[config.mk]
export PLATFORM = sky130hd
export DESIGN_NAME = pong_game_ctrl
export DESIGN_NICKNAME = d
export VERILOG_FILES = /design/src/rtl/pong_game_ctrl.sv
export SDC_FILE = /design/constraint.sdc
export NUM_CORES = 1
export LEC_CHECK = 0
export BUFFER_PORTS_ARGS = -buffer_cell sky130_fd_sc_hd__buf_2
export CORE_UTILIZATION = 61
export CTS_BUF_LIST = sky130_fd_sc_hd__clkbuf_2 sky130_fd_sc_hd__clkbuf_4 sky130_fd_sc_hd__clkbuf_8
export CTS_CLUSTER_DIAMETER = 60
export CTS_CLUSTER_SIZE = 8
export DETAILED_ROUTE_END_ITERATION = 8
export PLACE_DENSITY = 0.83
export SLEW_MARGIN = 15
export SYNTH_ARGS = -nofsm -noshare
export SYNTH_HDL_FRONTEND = slang
export SYNTH_SLANG_ARGS = --single-unit
export TNS_END_PERCENT = 10
[constraint.sdc]
create_clock -name clk -period 6.6 [get_ports clk]
set_input_delay 1.32 -clock clk [delete_from_list [all_inputs] [get_ports clk]]
set_output_delay 1.32 -clock clk [all_outputs]
set_load 0.005 [all_outputs]
[src/rtl/pong_game_ctrl.sv]
// Pong game sequencer: paddle motion, ball flight, collisions, scoring, win detection.
// Latency: one clk; an update caused by frame_tick is visible on the outputs the next cycle.
// Backpressure: none; inputs are sampled every cycle and outputs are always valid.

module pong_game_ctrl #(
    parameter int         H_RES        = 640,
    parameter int         V_RES        = 480,
    parameter int         PADDLE_H     = 64,
    parameter int         PADDLE_W     = 8,
    parameter int         PADDLE1_X    = 16,
    parameter int         PADDLE2_X    = 616,
    parameter int         PADDLE_STEP  = 8,
    parameter int         BALL_SIZE    = 8,
    parameter int         BALL_SPEED   = 4,
    parameter int         WIN_SCORE    = 9,
    parameter int         POINT_FRAMES = 60,
    parameter logic [3:0] KEY_UP       = 4'h1,
    parameter logic [3:0] KEY_DOWN     = 4'h4,
    parameter logic [3:0] KEY_SERVE    = 4'h5
) (
    input  logic       clk,
    input  logic       rst_n,
    input  logic       frame_tick,
    input  logic       start,
    input  logic [3:0] keys_1,
    input  logic       keypressed_1,
    input  logic [3:0] keys_2,
    input  logic       keypressed_2,
    output logic [9:0] paddle1_y,
    output logic [9:0] paddle2_y,
    output logic [9:0] ball_x,
    output logic [9:0] ball_y,
    output logic [3:0] score1,
    output logic [3:0] score2,
    output logic [2:0] game_state,
    output logic [1:0] winner
);

    typedef enum logic [2:0] {
        S_IDLE  = 3'd0,
        S_SERVE = 3'd1,
        S_PLAY  = 3'd2,
        S_POINT = 3'd3,
        S_OVER  = 3'd4
    } state_t;

    localparam int CNT_W = (POINT_FRAMES > 1) ? $clog2(POINT_FRAMES) : 1;

    localparam logic [9:0]  L_PAD_INIT = 10'((V_RES - PADDLE_H) / 2);
    localparam logic [9:0]  L_BALL_CX  = 10'((H_RES - BALL_SIZE) / 2);
    localparam logic [9:0]  L_BALL_CY  = 10'((V_RES - BALL_SIZE) / 2);
    localparam logic [10:0] L_PAD_STEP = 11'(PADDLE_STEP);
    localparam logic [10:0] L_PAD_MAX  = 11'(V_RES - PADDLE_H);

    // Ball arithmetic is signed 11-bit so that a step past the top/left edge goes negative.
    localparam logic signed [10:0] L_SPEED      = 11'(BALL_SPEED);
    localparam logic signed [10:0] L_BSIZE      = 11'(BALL_SIZE);
    localparam logic signed [10:0] L_PAD_H      = 11'(PADDLE_H);
    localparam logic signed [10:0] L_BALL_MAX_X = 11'(H_RES - BALL_SIZE);
    localparam logic signed [10:0] L_BALL_MAX_Y = 11'(V_RES - BALL_SIZE);
    localparam logic signed [10:0] L_P1_X       = 11'(PADDLE1_X);
    localparam logic signed [10:0] L_P1_FACE    = 11'(PADDLE1_X + PADDLE_W);
    localparam logic signed [10:0] L_P2_X       = 11'(PADDLE2_X);
    localparam logic signed [10:0] L_P2_BACK    = 11'(PADDLE2_X + PADDLE_W);
    localparam logic signed [10:0] L_P2_FACE    = 11'(PADDLE2_X - BALL_SIZE);

    localparam logic [3:0]       L_WIN      = 4'(WIN_SCORE);
    localparam logic [CNT_W-1:0] L_CNT_LAST = CNT_W'(POINT_FRAMES - 1);

    // Registered game state
    state_t           r_state;
    logic [9:0]       r_paddle1_y;
    logic [9:0]       r_paddle2_y;
    logic [9:0]       r_ball_x;
    logic [9:0]       r_ball_y;
    logic             r_dx;         // 1 = moving right
    logic             r_dy;         // 1 = moving down
    logic [3:0]       r_score1;
    logic [3:0]       r_score2;
    logic [1:0]       r_winner;
    logic [CNT_W-1:0] r_pt_cnt;
    logic             r_start_q;

    // Next-state values
    state_t           w_state_nxt;
    logic [9:0]       w_p1_nxt;
    logic [9:0]       w_p2_nxt;
    logic [9:0]       w_bx_nxt;
    logic [9:0]       w_by_nxt;
    logic             w_dx_nxt;
    logic             w_dy_nxt;
    logic [3:0]       w_s1_nxt;
    logic [3:0]       w_s2_nxt;
    logic [1:0]       w_win_nxt;
    logic [CNT_W-1:0] w_cnt_nxt;

    // Ball flight intermediates
    logic signed [10:0] w_bx;
    logic signed [10:0] w_by;
    logic signed [10:0] w_p1y;
    logic signed [10:0] w_p2y;
    logic signed [10:0] w_nx0;
    logic signed [10:0] w_ny0;
    logic signed [10:0] w_nx1;
    logic signed [10:0] w_ny1;
    logic               w_dx1;
    logic               w_dy1;
    logic               w_hit1;
    logic               w_hit2;
    logic               w_miss_l;
    logic               w_miss_r;

    logic w_start_rise;
    logic w_serve;
    logic w_paddles_live;

    assign w_start_rise   = start & ~r_start_q;
    assign w_serve        = (keypressed_1 && keys_1 == KEY_SERVE) ||
                            (keypressed_2 && keys_2 == KEY_SERVE);
    assign w_paddles_live = frame_tick &&
                            (r_state == S_SERVE || r_state == S_PLAY || r_state == S_POINT);

    // One paddle step with saturation at the top and bottom of the screen
    function automatic logic [9:0] paddle_next(input logic [9:0] y,
                                               input logic       held,
                                               input logic [3:0] code);
        logic [10:0] t;
        t = {1'b0, y};
        if (held && code == KEY_UP) begin
            t = (t < L_PAD_STEP) ? 11'd0 : (t - L_PAD_STEP);
        end else if (held && code == KEY_DOWN) begin
            t = ((t + L_PAD_STEP) > L_PAD_MAX) ? L_PAD_MAX : (t + L_PAD_STEP);
        end
        return t[9:0];
    endfunction

    // Candidate ball move for this frame: step, wall bounce, paddle bounce, then miss detection
    always_comb begin
        w_bx  = $signed({1'b0, r_ball_x});
        w_by  = $signed({1'b0, r_ball_y});
        w_p1y = $signed({1'b0, r_paddle1_y});
        w_p2y = $signed({1'b0, r_paddle2_y});

        w_nx0 = r_dx ? (w_bx + L_SPEED) : (w_bx - L_SPEED);
        w_ny0 = r_dy ? (w_by + L_SPEED) : (w_by - L_SPEED);

        w_ny1 = w_ny0;
        w_dy1 = r_dy;
        if (w_ny0 < 11'sd0) begin
            w_ny1 = 11'sd0;
            w_dy1 = 1'b1;
        end else if (w_ny0 > L_BALL_MAX_Y) begin
            w_ny1 = L_BALL_MAX_Y;
            w_dy1 = 1'b0;
        end

        // Paddle tests use the wall-corrected row so a corner hit applies both bounces
        w_hit1 = !r_dx && (w_nx0 <= L_P1_FACE) && ((w_nx0 + L_BSIZE) > L_P1_X) &&
                 ((w_ny1 + L_BSIZE) > w_p1y) && (w_ny1 < (w_p1y + L_PAD_H));
        w_hit2 = r_dx && ((w_nx0 + L_BSIZE) >= L_P2_X) && (w_nx0 < L_P2_BACK) &&
                 ((w_ny1 + L_BSIZE) > w_p2y) && (w_ny1 < (w_p2y + L_PAD_H));

        // A paddle return always beats a miss in the same frame
        w_miss_l = !r_dx && !w_hit1 && (w_nx0 <= 11'sd0);
        w_miss_r = r_dx && !w_hit2 && (w_nx0 >= L_BALL_MAX_X);

        w_nx1 = w_nx0;
        w_dx1 = r_dx;
        if (w_hit1) begin
            w_nx1 = L_P1_FACE;
            w_dx1 = 1'b1;
        end else if (w_hit2) begin
            w_nx1 = L_P2_FACE;
            w_dx1 = 1'b0;
        end else if (w_miss_l) begin
            // Keep the exit column on screen even if the speed overshoots the edge
            w_nx1 = (w_nx0 < 11'sd0) ? 11'sd0 : w_nx0;
            w_dx1 = 1'b1;
        end else if (w_miss_r) begin
            w_nx1 = (w_nx0 > L_BALL_MAX_X) ? L_BALL_MAX_X : w_nx0;
            w_dx1 = 1'b0;
        end
    end

    // Next-state and next-value logic for the game FSM
    always_comb begin
        w_state_nxt = r_state;
        w_p1_nxt    = r_paddle1_y;
        w_p2_nxt    = r_paddle2_y;
        w_bx_nxt    = r_ball_x;
        w_by_nxt    = r_ball_y;
        w_dx_nxt    = r_dx;
        w_dy_nxt    = r_dy;
        w_s1_nxt    = r_score1;
        w_s2_nxt    = r_score2;
        w_win_nxt   = r_winner;
        w_cnt_nxt   = r_pt_cnt;

        if (w_paddles_live) begin
            w_p1_nxt = paddle_next(r_paddle1_y, keypressed_1, keys_1);
            w_p2_nxt = paddle_next(r_paddle2_y, keypressed_2, keys_2);
        end

        case (r_state)
            S_IDLE, S_OVER: begin
                // New game: full ball state back to power-on values
                if (w_start_rise) begin
                    w_state_nxt = S_SERVE;
                    w_s1_nxt    = 4'd0;
                    w_s2_nxt    = 4'd0;
                    w_win_nxt   = 2'd0;
                    w_bx_nxt    = L_BALL_CX;
                    w_by_nxt    = L_BALL_CY;
                    w_dx_nxt    = 1'b1;
                    w_dy_nxt    = 1'b1;
                    w_cnt_nxt   = '0;
                end
            end
            S_SERVE: begin
                w_bx_nxt = L_BALL_CX;
                w_by_nxt = L_BALL_CY;
                if (w_serve) begin
                    w_state_nxt = S_PLAY;
                end
            end
            S_PLAY: begin
                if (frame_tick) begin
                    w_bx_nxt = w_nx1[9:0];
                    w_by_nxt = w_ny1[9:0];
                    w_dx_nxt = w_dx1;
                    w_dy_nxt = w_dy1;
                    if (w_miss_l) begin
                        w_s2_nxt    = r_score2 + 4'd1;
                        w_state_nxt = S_POINT;
                    end else if (w_miss_r) begin
                        w_s1_nxt    = r_score1 + 4'd1;
                        w_state_nxt = S_POINT;
                    end
                end
            end
            S_POINT: begin
                if (frame_tick) begin
                    if (r_pt_cnt == L_CNT_LAST) begin
                        w_cnt_nxt = '0;
                        w_bx_nxt  = L_BALL_CX;
                        w_by_nxt  = L_BALL_CY;
                        // dx already points at the scorer, so it names whose score just moved
                        if (!r_dx && r_score1 == L_WIN) begin
                            w_state_nxt = S_OVER;
                            w_win_nxt   = 2'd1;
                        end else if (r_dx && r_score2 == L_WIN) begin
                            w_state_nxt = S_OVER;
                            w_win_nxt   = 2'd2;
                        end else begin
                            w_state_nxt = S_SERVE;
                        end
                    end else begin
                        w_cnt_nxt = r_pt_cnt + 1'b1;
                    end
                end
            end
            default: begin
                w_state_nxt = S_IDLE;
            end
        endcase
    end

    // State register with synchronous active-low reset
    always_ff @(posedge clk) begin
        if (!rst_n) begin
            r_state     <= S_IDLE;
            r_paddle1_y <= L_PAD_INIT;
            r_paddle2_y <= L_PAD_INIT;
            r_ball_x    <= L_BALL_CX;
            r_ball_y    <= L_BALL_CY;
            r_dx        <= 1'b1;
            r_dy        <= 1'b1;
            r_score1    <= 4'd0;
            r_score2    <= 4'd0;
            r_winner    <= 2'd0;
            r_pt_cnt    <= '0;
            r_start_q   <= 1'b0;
        end else begin
            r_state     <= w_state_nxt;
            r_paddle1_y <= w_p1_nxt;
            r_paddle2_y <= w_p2_nxt;
            r_ball_x    <= w_bx_nxt;
            r_ball_y    <= w_by_nxt;
            r_dx        <= w_dx_nxt;
            r_dy        <= w_dy_nxt;
            r_score1    <= w_s1_nxt;
            r_score2    <= w_s2_nxt;
            r_winner    <= w_win_nxt;
            r_pt_cnt    <= w_cnt_nxt;
            r_start_q   <= start;
        end
    end

    assign paddle1_y  = r_paddle1_y;
    assign paddle2_y  = r_paddle2_y;
    assign ball_x     = r_ball_x;
    assign ball_y     = r_ball_y;
    assign score1     = r_score1;
    assign score2     = r_score2;
    assign game_state = r_state;
    assign winner     = r_winner;

endmodule

Yosys cells after proc, flatten, opt, wreduce, memory -nomap -nowiden
Index checks and enable logic that the tools add are counted.

word-level totals
  bits in registers = 62
  output and inout port bits = 53
  input port bits = 14
  logic and storage cells = 183

operators by class
  order comparisons = 18
  multiplexer cells = 67
  bitwise logic cells = 2
  $add $sub $neg = 15
  reduce and logical (&&, ||, !) cells = 44
  equality and inequality tests = 25

operators by type and width
  cell                                                             number
  two-way mux 10 bit                                               22
  one-hot mux 10 bit (4 select lines)                              2
  two-way mux 11 bit                                               4
  two-way mux 3 bit                                                9
  two-way mux 4 bit                                                6
  adder 10 x 3 -> 11 bit (second input constant)                   2
  adder 10 x 4 -> 11 bit (second input constant)                   2
  adder 10 x 7 -> 11 bit (second input constant)                   2
  adder 11 x 5 -> 11 bit (second input constant)                   2
  greater-or-equal comparator 11 bit (second input constant)       2
  greater-than comparator 11 bit                                   2
  greater-than comparator 11 x 9 -> 1 bit (second input constant)  2
  less-than comparator 11 x 1 -> 1 bit (second input constant)     2
  less-than comparator 11 bit                                      2
  subtractor 10 x 3 -> 11 bit (second input constant)              2
  logical AND 1 bit                                                21
  less-than comparator 10 x 4 -> 1 bit (second input constant)     2
  subtractor 10 x 4 -> 10 bit (second input constant)              2
  two-way mux 6 bit                                                3
  == test 4 x 3 -> 1 bit (second input constant)                   4
  one-hot mux 4 bit (2 select lines)                               2
  AND reduction 5 bit                                              3
  inequality test 2 bit (second input constant)                    7
  one-hot mux 3 bit (4 select lines)                               1
  other kinds (35)                                                 63

Depth between registers and ports, before layout
Gate-level depths: netlist (run 1).

  word-level depth = 18
  depth in mapped cells = 22
  depth with buffers taken out = 22

Worst setup path before layout (run 1)
OpenSTA, ideal clock, no wires.

  path type = reg2reg
  start = register r_dy
  end = register r_dx
  required time = 6459 ps
  library setup time = 141 ps
  arrival = 4410 ps
  path slack = 2049 ps
  stages on the path, launching flop included = 22
  clock period less this slack = 4551 ps
  buffers on the path = 1
  path through = dfxtp_1 > inv_1 > ha_1 > and2_1 > a221o_1 > o21a_1 > a2111o_1 > o22ai_4 > nor2_1 > nor2_1 > ha_1 > nand3b_1 > xnor2_1 > ha_1 > nand3_1 > o21bai_1 > a221o_1 > a211oi_2 > nand4_2 > buf_4 > a21oi_1 > o211ai_1

on the way
  longest elaborated chain between the ends = 16
  elaborated cells between the ends (all ways) = 27
  those cells by class = add/sub: 1; order compare: 6; eq/ne: 1; mux: 8; reduce/logical: 11

RTL lines
  element                                   RTL line  RTL
  start, declared                           77        logic r_dy;
  start signal, assigned                    290       r_dy <= w_dy_nxt;
  two-way mux 11 bit (*)                    145       w_ny0 = r_dy ? (w_by + L_SPEED) : (w_by - L_SPEED);
  greater-than comparator 11 x 10 -> 1 bit  152       end else if (w_ny0 > L_BALL_MAX_Y) begin
  two-way mux 11 bit                        152
  two-way mux 11 bit (*)                    149       if (w_ny0 < 11'sd0) begin
  adder 11 x 5 -> 11 bit                    159, 161
  greater-than comparator 11 bit            159       ((w_ny1 + L_BSIZE) > w_p1y) && (w_ny1 < (w_p1y + L_PAD_H));
  logical AND 1 bit                         158       w_hit1 = !r_dx && (w_nx0 <= L_P1_FACE) && ((w_nx0 + L_BSIZE) > L_P1_X) &&
  logical AND 1 bit                         159
  logical NOT 1 bit                         164       w_miss_l = !r_dx && !w_hit1 && (w_nx0 <= 11'sd0);
  logical AND 1 bit (2 in a row)            164
  two-way mux 1 bit                         175       end else if (w_miss_l) begin
  two-way mux 1 bit                         172       end else if (w_hit2) begin
  two-way mux 1 bit                         169       if (w_hit1) begin
  two-way mux 1 bit                         227       if (frame_tick) begin
  one-hot mux 1 bit (2 select lines)        204       case (r_state)
  end signal, assigned                      289       r_dx <= w_dx_nxt;
  end, declared                             76        logic r_dx;

Every way passes the cells marked *; elsewhere a longest branch is shown, timed or not. The select of a mux whose other input is x is not followed.
A chain may end at the register's enable or synchronous reset.

Final worst setup path (run 1)
  start = register r_dy
  end = register r_score1[1] (netlist: score1[1])

on the way
  longest elaborated chain between the ends = 13
  elaborated cells between the ends (all ways) = 23
  those cells by class = add/sub: 1; order compare: 6; eq/ne: 2; mux: 3; reduce/logical: 11

RTL lines
  element                                            RTL line  RTL
  two-way mux 11 bit (*)                             145
  greater-than comparator 11 x 10 -> 1 bit           152
  two-way mux 11 bit                                 152
  two-way mux 11 bit (*)                             149
  adder 11 x 5 -> 11 bit                             159, 161
  greater-than comparator 11 bit (on tied branches)  161, 159
  logical AND 1 bit (on tied branches)               160, 158
  logical AND 1 bit (on tied branches)               161, 159
  logical NOT 1 bit (on tied branches)               165, 164
  logical AND 1 bit (on tied branches) (2 in a row)  165, 164
  inequality test 2 bit (no source line)             -
  AND reduction 5 bit (no source line) (*)           -
  end signal, assigned                               291       r_score1 <= w_s1_nxt;
  end, declared                                      78        logic [3:0] r_score1;

Every way passes the cells marked *; elsewhere a longest branch is shown, timed or not.

==> results.toml, run 1 <==
[run_status]
outcome = "complete, no violations"

[cts]
cts_tree = "yes"
clkTransAtPathRegs_ps = 110
clock_latency_ps = 320
cts-resized-gates = 0
postCtsHoldBufs = 0
cts_setup_buffers = 0
cts.sinks = 54
root_buffer = "clkbuf_8"
htreeDepth = 2
numCtsBuffers = 5
clockBufferDepth = 2

[grt]
grt_pass1_vias = 4772
grt_max_degree = 33
antenna_found_initial = 0
grt_pass1_wl_mm = 22.3
grtUsageTotal_pct = 31.1
grt_overflow = 0

[power]
power_w = 0.00111
netSwitchingFraction_pct = 39.8
power_frac_seq_pct = 31.1
power.switching_w = 0.000442
p_per_area_nw_per_um2 = 196
p_clk_share_pct = 21.8
p_int_w = 0.000668
peakVddDrop_mv = 0.116
combPwrFrac_pct = 47.1
power_leakage_nw = 2.46

[setup_path]
path_max_fanout = 14
r2r_setup_slack_ps = 1240
crit_path_end_kind = "register"
crit_arrival_ps = 5620
critPathKind = "register to register"
r2r_start = "r_dy"
reg2reg_to = "score1[1]"
required_ps = 6860
rr_worst_depth = 20
critPathLaunchType = "register"

[cells_and_area]
fill_cells = 724
area.growth.synth_to_final_pct = 8.40
num_antenna_cells = 0
final_cell_mix = "nor2_1, ha_1, nand2_1, buf_2, dfxtp_1"
nets = 803
drive_above_1_share_pct = 14.2

[route]
drtPass1Iterations = 6
routedWlPerCell_um = 16.3
num_vias = 5296
wl_mm = 13.5
drtAntennaViolNets = 0
post-route-drc-count = 0
viasPerCell = 6.37
drtIter0Drc = 317

[floorplan]
pin_count = 67
core_area_um2 = 8260
rows = 33
dieArea_um2 = 8940
start_util_pct = 63.3
fp.dieW_um = 94.6
die_y_um = 94.6

[sta]
timing.slew.headroom_pct = 45.9
rsz0062_at_grt = "no"
fin_ws_ps = 1240
finalCritPeriodShare_pct = 81.2
max_freq_mhz = 187
setup_viol = 0
finalHoldViolCount = 0
period_minus_slack_ps = 5360
drv_slew = 0
max_slew.worst_pin.slew_ps = 803
final.setup.tns_ps = 0
skew_ps = 9.65

[yosys]
ys_dominant_reg_cell = "dfxtp_1"
netlist_instances = 678
yosys_warnings = 0
synth_top_area_share_pct = 20.7
seq_area_frac_synth_pct = 20.7
async_flop_share_pct = 0
synth-edff-count = 0
syn-cell-area_um2 = 5230
syn_avg_cell_area_um2 = 7.71
yosysTopAreaCell = "dfxtp_1"
synth.area.top_cells = "dfxtp_1, ha_1, nor2_1"
synth-seq-cells = 54
synth_cell_types = 75

[worst_hold_path]
hold_end = "winner[0]"
hold_start = "winner[0]"
holdPathStages = 2
hold_class = "register to register"

[place]
globalplace.congestion = 0.971
portBuffers = 58
detailed_place_hpwl_mm = 10.4
place_worst_setup_slack_ps = 1280

[flow_run]
drv_cap = 0
[logic make-up (layout without fill, tap and decap cells)]
family                     Yosys count  count (layout)  synth area share (%)
AOI/OAI and AO/OA                  206             206                  27.9
xor gates and xnor gates            30              30                  5.31
adders and majority gates           64              64                  15.6
buffers and inverters               71             108                  5.77
DFF                                 54              54                  20.7
muxes                                8               8                  1.63
other                                1              12                0.0717
and+or+nand+nor                    244             244                  23.0
[how the worst max path moves through the flow]
stage                     from        end  slack (ps)
after floorplan           r_dy       r_dx        2050
after global placement    r_dy  score1[1]        1510
after detailed placement  r_dy  score1[1]        1280
after CTS                 r_dy  score1[1]        1270
after global routing      r_dy  score1[1]         900
final                     r_dy  score1[1]        1240
[area by class of cell]
class	instances	area, µm²	share of cell area, %
inverter	41	154	2.72
clock buffer	5	68.8	1.21
timing repair buffer	59	298	5.26
clock inverter	3	47.5	0.839
multi-input combinational	564	3890	68.6
sequential	54	1080	19.1
tap	105	131	2.32
[per-layer routing]
layer	global-route usage [%]	part of all wire (%)	up-vias
met3	4.51	7.2	34
met4	11.0	2.3	0
met5	0	0	-
met1	42.7	46	2453
met2	49.6	45	239
li1	-	-	2570
[power by group through the flow]
stage	clock network (W)	logic, W	registers [W]
after global routing	0.000256	0.000588	0.000346
after floorplan	0	0.000403	0.000349
after global placement	0	0.000493	0.000352
final	0.000242	0.000523	0.000345
after detailed placement	0	0.000514	0.000352
after CTS	0.000246	0.000517	0.000345
[registers in the layout, indices dropped and copies added, names as in the netlist, 2 cells and up]
| register | flops |
|---|---|
| game_state | 3 |
| paddle2_y | 7 |
| score2 | 4 |
| ball_x | 8 |
| ball_y | 10 |
| r_pt_cnt | 6 |
| paddle1_y | 7 |
| winner | 2 |
| score1 | 4 |
[cells in the mapped netlist, drive strengths merged, types with 3 or more instances]
library cell  count
a211oi           10
a21o             13
a21oi            50
a221o             3
a22oi            10
a31o              6
a31oi             9
and2              9
and3             13
and4              3
buf              10
clkbuf           20
dfxtp            54
ha               62
inv              41
mux2i             7
nand2            58
nand2b            7
nand3            30
nand3b            5
nand4            14
nor2             63
nor3             21
nor3b             4
o2111ai           3
o211ai           12
o21a              6
o21ai            36
o21bai            3
o221ai            4
o22ai            12
o311ai            3
o31ai             7
or2               9
or3               3
xnor2            18
xor2             12
[through the flow]
step                      std cells  cell area, µm²  hold slack (ps)  utilization, %
after detailed placement        823            5550              462            67.2
after global routing            831            5670              520            68.6
after CTS                       831            5670              498            68.6
after global placement          823            5550              456            67.2
after floorplan                 689            5270              458               -
final                           831            5670              499            68.6
[critical path, cell delays in order (launching register included)]
cell and delay, ps:
dfxtp_1 390, inv_1 190, ha_1 420, and2_1 180, a221o_1 330, o21a_1 210, a2111o_1 410, o22ai_4 190
nor2_1 60, nor2_1 330, ha_1 270, nand3b_1 100, xnor2_1 170, ha_1 310, nand3_1 80, o21bai_1 170
a221o_1 380, a211oi_2 220, nand4_2 350, a21oi_1 350, mux2i_1 200
(Power assumes the default switching activity.)
==> run 2: changes to the inputs <==
clock period = 5.5 ns   (was 6.6 ns; I/O delays follow)
==> results.toml, run 2 (same netlist as run 1, synthesis figures left out) <==
[cells_and_area]
nets = 804
num_antenna_cells = 0
final_cell_mix = "ha_1, nor2_1, nand2_1, buf_2, dfxtp_1"
final_common_cell = "ha_1"
drive_above_1_share_pct = 14.6
largest_reg_flops = 10
fill_cells = 741
area.growth.synth_to_final_pct = 8.45

[flow_run]
drv_cap = 0

[setup_path]
path_max_fanout = 14
required_ps = 5760
critPathLaunchType = "register"
crit_arrival_ps = 5440
crit_path_end_kind = "register"
critPathKind = "register to register"

[cts]
root_buffer = "clkbuf_8"
clkTransAtPathRegs_ps = 120
cts_tree = "yes"
htreeDepth = 2
clockBufferDepth = 2
postCtsHoldBufs = 0
numCtsBuffers = 5
clock_latency_ps = 320
cts_setup_buffers = 0
cts.sinks = 54

[floorplan]
core_area_um2 = 8260
fp.dieW_um = 94.6
die_y_um = 94.6
dieArea_um2 = 8940
pin_count = 67
rows = 33
start_util_pct = 63.3

[grt]
grt_overflow = 0
grt_pass1_wl_mm = 22.4
grt_max_degree = 33
grtUsageTotal_pct = 31.6
antenna_found_initial = 0
grt_pass1_vias = 4850

[power]
peakVddDrop_mv = 0.143
power_frac_seq_pct = 31.7
p_per_area_nw_per_um2 = 230
netSwitchingFraction_pct = 41.5
power.switching_w = 0.000542
power_w = 0.00131
p_clk_share_pct = 18.9
power_leakage_nw = 2.46
combPwrFrac_pct = 49.3
p_int_w = 0.000764

[sta]
finalCritPeriodShare_pct = 94.1
timing.slew.headroom_pct = 42.0
setup_viol = 0
drv_slew = 0
whs_ps = 500
skew_ps = 13.6
max_slew.worst_pin.slew_ps = 869
max_freq_mhz = 193
finalHoldViolCount = 0
rsz0062_at_grt = "no"
final.setup.tns_ps = 0
period_minus_slack_ps = 5170

[route]
drtAntennaViolNets = 0
routedWlPerCell_um = 16.8
drtPass1Iterations = 5
drtIter0Drc = 287
viasPerCell = 6.38
num_vias = 5307
post-route-drc-count = 0
wl_mm = 14.0

[place]
portBuffers = 58
globalplace.congestion = 0.969
detailed_place_hpwl_mm = 10.5

[run_status]
outcome = "complete, no violations"

[worst_hold_path]
hold_class = "register to register"
run 2: cell count changes in the layout (fill, tap and decap cells not counted), sizes merged:
cell    change
buf         +1
bufinv      -1
clkinv      +1
run 2: final timing paths:
kind	from	to	slack, ps	cells after the start
max	r_dy	score1[1]	330	20
min	score2[2]	score2[2]	500	2
max reg2reg	r_dy	score1[1]	330	20
min reg2reg	score2[2]	score2[2]	500	2
run 2: layout make-up:
class | count | area [µm²] | area share [%]
repair buffers | 60 | 305 | 5.39
inverters | 41 | 154 | 2.71
well taps | 105 | 131 | 2.32
flip-flops and latches | 54 | 1080 | 19.1
clock inverters | 3 | 28.8 | 0.508
multi-input cells | 564 | 3900 | 68.8
clock buffers | 5 | 68.8 | 1.21
run 2: timing repair:
item | CTS | global route
endpoints found under the setup margin | 0 | 10
hold endpoints to repair | 0 | 0
resized for setup | 0 | 3
run 2: per-layer routing:
layer	vias up	track usage, %	share of wire (%)
met2	243	50.9	45
met1	2460	42.0	45
met4	0	11.6	2.4
li1	2573	-	-
met5	-	0	0
met3	31	5.64	7.9
run 2: critical path, cell delays in order (launching register included):
cell	delay, ps
dfxtp_1	380
inv_1	180
ha_1	420
and2_1	190
a221o_1	330
o21a_1	210
a2111o_1	420
o22ai_4	190
nor2_1	80
nor2_2	210
ha_1	230
nand3b_1	110
xnor2_1	180
ha_1	300
nand3_1	70
o21bai_1	170
a221o_1	390
a211oi_2	290
nand4_4	260
a21oi_1	300
mux2i_1	200
run 2: per-stage QoR:
stage | instances | setup WS [ps] | utilization [%] | instance area (µm²)
2_1_floorplan | 689 | 949 | - | 5270
6_report | 832 | 326 | 68.7 | 5670
5_1_grt | 832 | 38.6 | 68.7 | 5670
4_1_cts | 832 | 160 | 68.5 | 5660
3_5_place_dp | 824 | 191 | 67.3 | 5560
3_3_place_gp | 824 | 415 | 67.3 | 5560
run 2: power groups by stage:
| stage | combinational, W | sequential [W] | clock [W] |
|---|---|---|---|
| 3_5_place_dp | 0.000625 | 0.000423 | 0 |
| 4_1_cts | 0.000631 | 0.000414 | 0.000249 |
| 3_3_place_gp | 0.000597 | 0.000422 | 0 |
| 6_report | 0.000645 | 0.000414 | 0.000247 |
| 5_1_grt | 0.000714 | 0.000416 | 0.000269 |
| 2_1_floorplan | 0.000483 | 0.000419 | 0 |
